`config.mk`:
```
export PLATFORM = sky130hd
export DESIGN_NAME = prog_loader
export DESIGN_NICKNAME = d
export VERILOG_FILES = /design/src/rtl/prog_loader.sv
export SDC_FILE = /design/constraint.sdc
export NUM_CORES = 1
export LEC_CHECK = 0
export CELL_PAD_IN_SITES_DETAIL_PLACEMENT = 0
export CELL_PAD_IN_SITES_GLOBAL_PLACEMENT = 2
export CORE_ASPECT_RATIO = 2
export CORE_MARGIN = 2
export CORE_UTILIZATION = 44
export CTS_CLUSTER_DIAMETER = 80
export DETAILED_ROUTE_END_ITERATION = 16
export GPL_TIMING_DRIVEN = 0
export MAX_ROUTING_LAYER = met4
export PLACE_DENSITY_LB_ADDON = 0.05
export SLEW_MARGIN = 20
export SYNTH_ARGS = -nofsm -noshare
export SYNTH_HDL_FRONTEND = slang
export SYNTH_SLANG_ARGS = --single-unit
```
`constraint.sdc`:
```
create_clock -name clk_pix -period 5.7 [get_ports clk_pix]
set_input_delay 1.14 -clock clk_pix [delete_from_list [all_inputs] [get_ports clk_pix]]
set_output_delay 1.14 -clock clk_pix [all_outputs]
set_load 0.01 [all_outputs]
```
`src/rtl/prog_loader.sv`:
```
// Program loader: parses A5/payload/checksum load packets and 5A exit
// packets from a byte stream, committing accepted requests on frame pulses.
module prog_loader #(
    parameter int PROG_PAYLD_PKT_BITS = 48,
    parameter int TIMEOUT_CYC         = 1000000
) (
    input  logic                           clk_pix,
    input  logic                           rst_pix_n,
    input  logic                           rx_valid,
    input  logic [7:0]                     rx_data,
    input  logic                           frame,
    output logic [PROG_PAYLD_PKT_BITS-1:0] prog_buffer,
    output logic                           is_sym_mode,
    output logic                           pkt_ok,
    output logic                           pkt_err,
    output logic [7:0]                     err_cnt
);

    localparam int N  = PROG_PAYLD_PKT_BITS / 8;
    localparam int IW = $clog2(N);
    localparam int CW = $clog2(TIMEOUT_CYC + 1);

    localparam logic [7:0]    SOP_BYTE  = 8'hA5;
    localparam logic [7:0]    EXIT_BYTE = 8'h5A;
    localparam logic [IW-1:0] LAST_IDX  = IW'(N - 1);
    localparam logic [CW-1:0] TO_LAST   = CW'(TIMEOUT_CYC - 1);

    typedef enum logic [1:0] {
        IDLE,
        PAYLOAD,
        CHECK
    } state_t;

    state_t                           state;
    logic [IW-1:0]                    idx;
    logic [7:0]                       csum;
    logic [CW-1:0]                    idle_cnt;
    logic [PROG_PAYLD_PKT_BITS-1:0]   shadow;
    logic [PROG_PAYLD_PKT_BITS-1:0]   pend_buf;
    logic                             pend_load;
    logic                             pend_exit;
    logic [7:0]                       err_inc;
    logic                             timed_out;

    assign err_inc   = err_cnt + {7'd0, err_cnt != 8'hFF};
    assign timed_out = (idle_cnt == TO_LAST);

    always_ff @(posedge clk_pix or negedge rst_pix_n) begin
        if (!rst_pix_n) begin
            state       <= IDLE;
            idx         <= '0;
            csum        <= '0;
            idle_cnt    <= '0;
            shadow      <= '0;
            pend_buf    <= '0;
            pend_load   <= 1'b0;
            pend_exit   <= 1'b0;
            prog_buffer <= '0;
            is_sym_mode <= 1'b0;
            pkt_ok      <= 1'b0;
            pkt_err     <= 1'b0;
            err_cnt     <= '0;
        end else begin
            pkt_ok  <= 1'b0;
            pkt_err <= 1'b0;

            // Commit uses the flags as they stood before this edge; an
            // acceptance below overrides the clear and waits for next frame.
            if (frame) begin
                if (pend_load) begin
                    prog_buffer <= pend_buf;
                    is_sym_mode <= 1'b1;
                end else if (pend_exit) begin
                    is_sym_mode <= 1'b0;
                end
                pend_load <= 1'b0;
                pend_exit <= 1'b0;
            end

            unique case (state)
                IDLE: begin
                    idle_cnt <= '0;
                    if (rx_valid) begin
                        if (rx_data == SOP_BYTE) begin
                            state <= PAYLOAD;
                            idx   <= '0;
                            csum  <= '0;
                        end else if (rx_data == EXIT_BYTE) begin
                            pend_exit <= 1'b1;
                            pend_load <= 1'b0;
                            pkt_ok    <= 1'b1;
                        end
                    end
                end
                PAYLOAD: begin
                    if (rx_valid) begin
                        idle_cnt <= '0;
                        for (int k = 0; k < N; k++) begin
                            if (idx == IW'(k)) shadow[8*k +: 8] <= rx_data;
                        end
                        csum <= csum ^ rx_data;
                        idx  <= idx + IW'(1);
                        if (idx == LAST_IDX) state <= CHECK;
                    end else if (timed_out) begin
                        state   <= IDLE;
                        pkt_err <= 1'b1;
                        err_cnt <= err_inc;
                    end else begin
                        idle_cnt <= idle_cnt + CW'(1);
                    end
                end
                CHECK: begin
                    if (rx_valid) begin
                        idle_cnt <= '0;
                        state    <= IDLE;
                        if (rx_data == csum) begin
                            pend_buf  <= shadow;
                            pend_load <= 1'b1;
                            pend_exit <= 1'b0;
                            pkt_ok    <= 1'b1;
                        end else begin
                            pkt_err <= 1'b1;
                            err_cnt <= err_inc;
                        end
                    end else if (timed_out) begin
                        state   <= IDLE;
                        pkt_err <= 1'b1;
                        err_cnt <= err_inc;
                    end else begin
                        idle_cnt <= idle_cnt + CW'(1);
                    end
                end
                default: state <= IDLE;
            endcase
        end
    end

endmodule

```
Word level (Yosys, flattened, before mapping)

Index checks and enable logic that the tools add are counted.

Add/subtract/negate cells: 3
Eq/ne operators: 19
Multiplexer cells: 50
Bitwise logic cells: 1
Reductions and logical operators: 20

Operators by type and width:

| operator              | number |
|---|---|
| $mux 8                | 7 |
| $mux 20               | 2 |
| $pmux 20 s2           | 1 |
| $pmux 8 s2            | 2 |
| $reduce_and 3->1      | 9 |
| $mux 1                | 23 |
| $add 20x1->20 const B | 1 |
| $eq 20x20->1 const B  | 1 |
| $mux 2                | 6 |
| $mux 3                | 3 |
| $ne 3x3->1 const B    | 3 |
| $add 8x1->8           | 1 |
| $eq 8x7->1 const B    | 1 |
| $eq 8x8->1            | 1 |
| $eq 8x8->1 const B    | 1 |
| $ne 2x2->1 const B    | 4 |
| $ne 8x8->1 const B    | 1 |
| $pmux 1 s2            | 4 |
| $reduce_bool 2->1     | 4 |
| $xor 8x8->8           | 1 |
| $eq 3x2->1 const B    | 2 |
| $eq 3x3->1 const B    | 2 |
| $pmux 2 s3            | 1 |
| $pmux 3 s2            | 1 |
| other kinds (9)       | 11 |

Flip-flop bits (word level): 190

Logic depth before layout (Yosys ltp)

Word-level depth: 5
Mapped depth: 9
Depth with buffers taken out: 7

Worst setup path before layout

OpenSTA, ideal clock, no wires.

Path kind: input to register
Start: in rx_data[4]
End: reg pend_buf[39]
Arrival: 2.527 ns
Required time: 5.573 ns
Setup slack: 3.045 ns
Stages: 7
Buffers on the path: 2
Cell sequence: xor2_1 > nor4_2 > and2_1 > and3_1 > buf_6 > buf_8 > mux2_1

Word-level cells in the longest chain between the ends: 2

RTL lines:

| what                       | line | text |
|---|---|---|
| start: declaration         | 10   | `input logic [7:0] rx_data,` |
| $eq 8x8->1                 | 116  | `if (rx_data == csum) begin` |
| $reduce_and 3->1 (no line) | n/a  |  |
| end signal: assignment     | 117  | `pend_buf <= shadow;` |
| end: declaration           | 39   | `logic [PROG_PAYLD_PKT_BITS-1:0] pend_buf;` |

Every way passes these cells.
A chain may end at the register's enable or synchronous reset.

Final worst setup path

Start: in rx_data[4]
End: reg csum[3]

Word-level cells in the longest chain between the ends: 3

RTL lines:

| what                       | line | text |
|---|---|---|
| $eq 8x8->1                 | 84   | `if (rx_data == SOP_BYTE) begin` |
| $ne 2x2->1 (no line)       | n/a  |  |
| $reduce_and 4->1 (no line) | n/a  |  |
| end signal: assignment     | 101  | `csum <= csum ^ rx_data;` |
| end: declaration           | 36   | `logic [7:0] csum;` |

Every way passes these cells.

==> impl_results.md <==
* Status: finished, final reports clean
* # hold bufs at CTS at 0
* Die height at 197 µm
* Final setup viols at 0
* # DRC at 0
* Ys async rst share at 100%
* Worst-path maximum fanout at 10
* Period utilisation layout at 54.7%
* Tmin final at 3.12 ns
* Clk buf depth at 2
* #FFs+latches synth at 190
* CP Data Arrival Time at 3.41 ns
* Netlist cell types at 59
* CTS tree: built
* Initial Util at 44.9%
* Syn Nets at 601
* Post-route cell area at 9820 µm²
* IO buf count at 70
* Antenna violations before repair at 0
* Syn-to-layout area delta at 19.5%
* Critical path endpoint category: flip-flop
* Critical Path RT at 5.99 ns
* R2R cell count at 6
* Unrepaired setup endpoints after global routing: false
* Vias at 4,836
* Cells after synthesis at 577
* Final WL at 16.8 mm
* PnR worst setup slack at 2.58 ns
* Vias/cell at 5.40
* Final hold violation count at 0
* Finished Layout Cells at 896
* Commonest non-fill, non-tap cell in the layout: dfrtp_1
* Rel. slew slack at 47.9%
* Max-cap violations at 0
* Antenna diode count at 0
* Power density over the cells at 277 nW/µm²
* Kind of critical path: input port to flip-flop
* DP Cell Count at 864
* Post-DP HPWL at 11.7 mm
* Netlist Area Pre-Place at 8220 µm²
* Ys flop type: dfrtp_1
* Drt wl/cell at 18.7 µm
* Most frequent cells in the layout: dfrtp_1 (190), mux2_2 (96), clkdlybuf4s50_1 (69)
* Vias in the first global route at 5,050
* Clk root buf: clkbuf_16
* Post-CTS Setup Inserts at 0
* Hold depth at 1
* 1st-iter DRT viols at 176
* Avg Inst Size Synth at 14.3 µm²
* Post-synth EDFFs at 0
* Gpl congestion at 0.768
* CP startpoint kind: input port
* H-tree levels at 4
* Routed Antenna Nets at 0
* First-pass GRT wire length at 27.1 mm
* Dpl cell area at 9230 µm²
* Clock transition at path regs at 0.08 ns
* Core area at 18,300 µm²
* Total gr overflow at 0
* DR pass1 iterations at 4
* Die Area at 19,900 µm²
* Peak Freq at 321 MHz
* Clock latency on the worst-skew pair at 0.43 ns
* Pins Over Slew Limit at 0
* Ys Warns at 0
* Layout cells sized above 1 at 28.5%
* Worst Skew at 0.00943 ns
* Post-CTS sizing at 0
* Leak at 4.74 nW
* Row count at 70
* Boundary Pins at 71
* Worst Tran Pin Value at 0.776 ns
* Largest net degree at the start of global routing at 100
* Die W at 101 µm
* Total clock sinks at 190
* TritonCTS buffer count at 17
* GRT Util Overall at 18.6%
* Worst min-delay path class: flip-flop to flip-flop
* Nets at 691
* Peak VDD IR at 178 µV
* Worst slack, placed at 2.13 ns
* Post-synthesis sequential area ratio at 57.8%
layer usage:
| layer | vias to the layer above | track usage, % | share of wire, % |
|---|---|---|---|
| li1 | 2255 | - | - |
| met5 | - | - | 0 |
| met4 | 0 | 5.78 | 1.6 |
| met1 | 2499 | 20.3 | 39 |
| met3 | 12 | 3.61 | 2.2 |
| met2 | 70 | 33.3 | 57 |
state kept, by name, indices dropped and copies added (netlist names):
register,cells
csum,8
err_cnt,8
idle_cnt,20
idx,3
is_sym_mode,1
pend_buf,48
pend_exit,1
pend_load,1
pkt_err,1
pkt_ok,1
prog_buffer,48
shadow,48
state,2
area by class of cell:
| type | count | area, µm² |
|---|---|---|
| clock buffers | 17 | 425 |
| multi-input cells | 350 | 3240 |
| fillers | 1599 | 8480 |
| clock inverters | 15 | 171 |
| repair buffers | 71 | 733 |
| plain buffers | 29 | 203 |
| flip-flops and latches | 190 | 4750 |
| well taps | 216 | 270 |
| inverters | 8 | 30.0 |
cells by family (layout without fill, tap and decap cells):
kind of cell             Yosys count  after routing  synth area share (%)
buffers and inverters             37            140                  2.83
AO/OA/AOI/OAI                     60             60                  5.34
XOR/XNOR                          24             24                  2.56
flip-flops                       190            190                  57.8
multiplexers                     149            149                  22.2
adder cells (fa/ha/maj)           12             12                  1.83
AND/OR/NAND/NOR                  105            105                  7.44
worst max-delay path, cell delays in order:
cell and delay [ns]:
clkdlybuf4s50_1 0.50, clkbuf_1 0.58, and4bb_2 0.32, nand2_1 0.10, a21o_1 0.13, clkbuf_1 0.38, o21ai_1 0.10, o2bb2ai_1 0.15
per-stage QoR:
| step | utilization (%) | setup TNS (ns) | power (mW) | hold WS [ns] |
|---|---|---|---|---|
| 3_3_place_gp | 50.2 | -803.98 | 1.55 | 0.468 |
| 2_1_floorplan | - | 0 | 1.49 | 0.454 |
| 5_1_grt | 53.7 | 0 | 2.84 | 0.510 |
| 3_5_place_dp | 50.4 | 0 | 1.56 | 0.483 |
| 6_report | 53.7 | 0 | 2.73 | 0.490 |
| 4_1_cts | 53.7 | 0 | 2.77 | 0.494 |
synthesized netlist by cell type (6+ instances only):
master	n	area, µm²
inv_1	8	30.0
a21o_1	8	60.1
nand4_1	6	37.5
nor2_1	18	67.6
a21oi_1	9	45.0
dfrtp_1	190	4750
nand2_1	23	86.3
nand3_1	12	60.1
and3_1	7	43.8
mux2_4	40	601
mux2_2	96	1080
ha_1	12	150
xor2_1	16	140
nand2b_1	8	50.1
xnor2_1	8	70.1
o21ai_1	12	60.1
mux2_1	10	113
clkbuf_1	15	56.3
power by group:
part | total [mW] | internal [mW] | leakage (nW) | switching [mW]
Sequential | 1.41 | 1.38 | 2.64 | 0.0229
Clock | 1.19 | 0.629 | 0.285 | 0.564
Combinational | 0.126 | 0.0511 | 1.81 | 0.0746
path summary, 6_finish.rpt:
path,start,endpoint,slack [ns]
max in group asynchronous,rst_pix_n,shadow[15]$_DFFE_PN0P_,4.03
setup reg to reg,state[0]$_DFFE_PN0P_,idle_cnt[3]$_DFFE_PN0P_,3.32
hold reg to reg,shadow[42]$_DFFE_PN0P_,pend_buf[42]$_DFFE_PN0P_,0.49
min in group asynchronous,rst_pix_n,prog_buffer[33]$_DFFE_PN0P_,0.71
setup / recovery,rx_data[4],csum[3]$_DFFE_PN0P_,2.58
hold / removal,shadow[42]$_DFFE_PN0P_,pend_buf[42]$_DFFE_PN0P_,0.49
(Power assumes the default switching activity.)
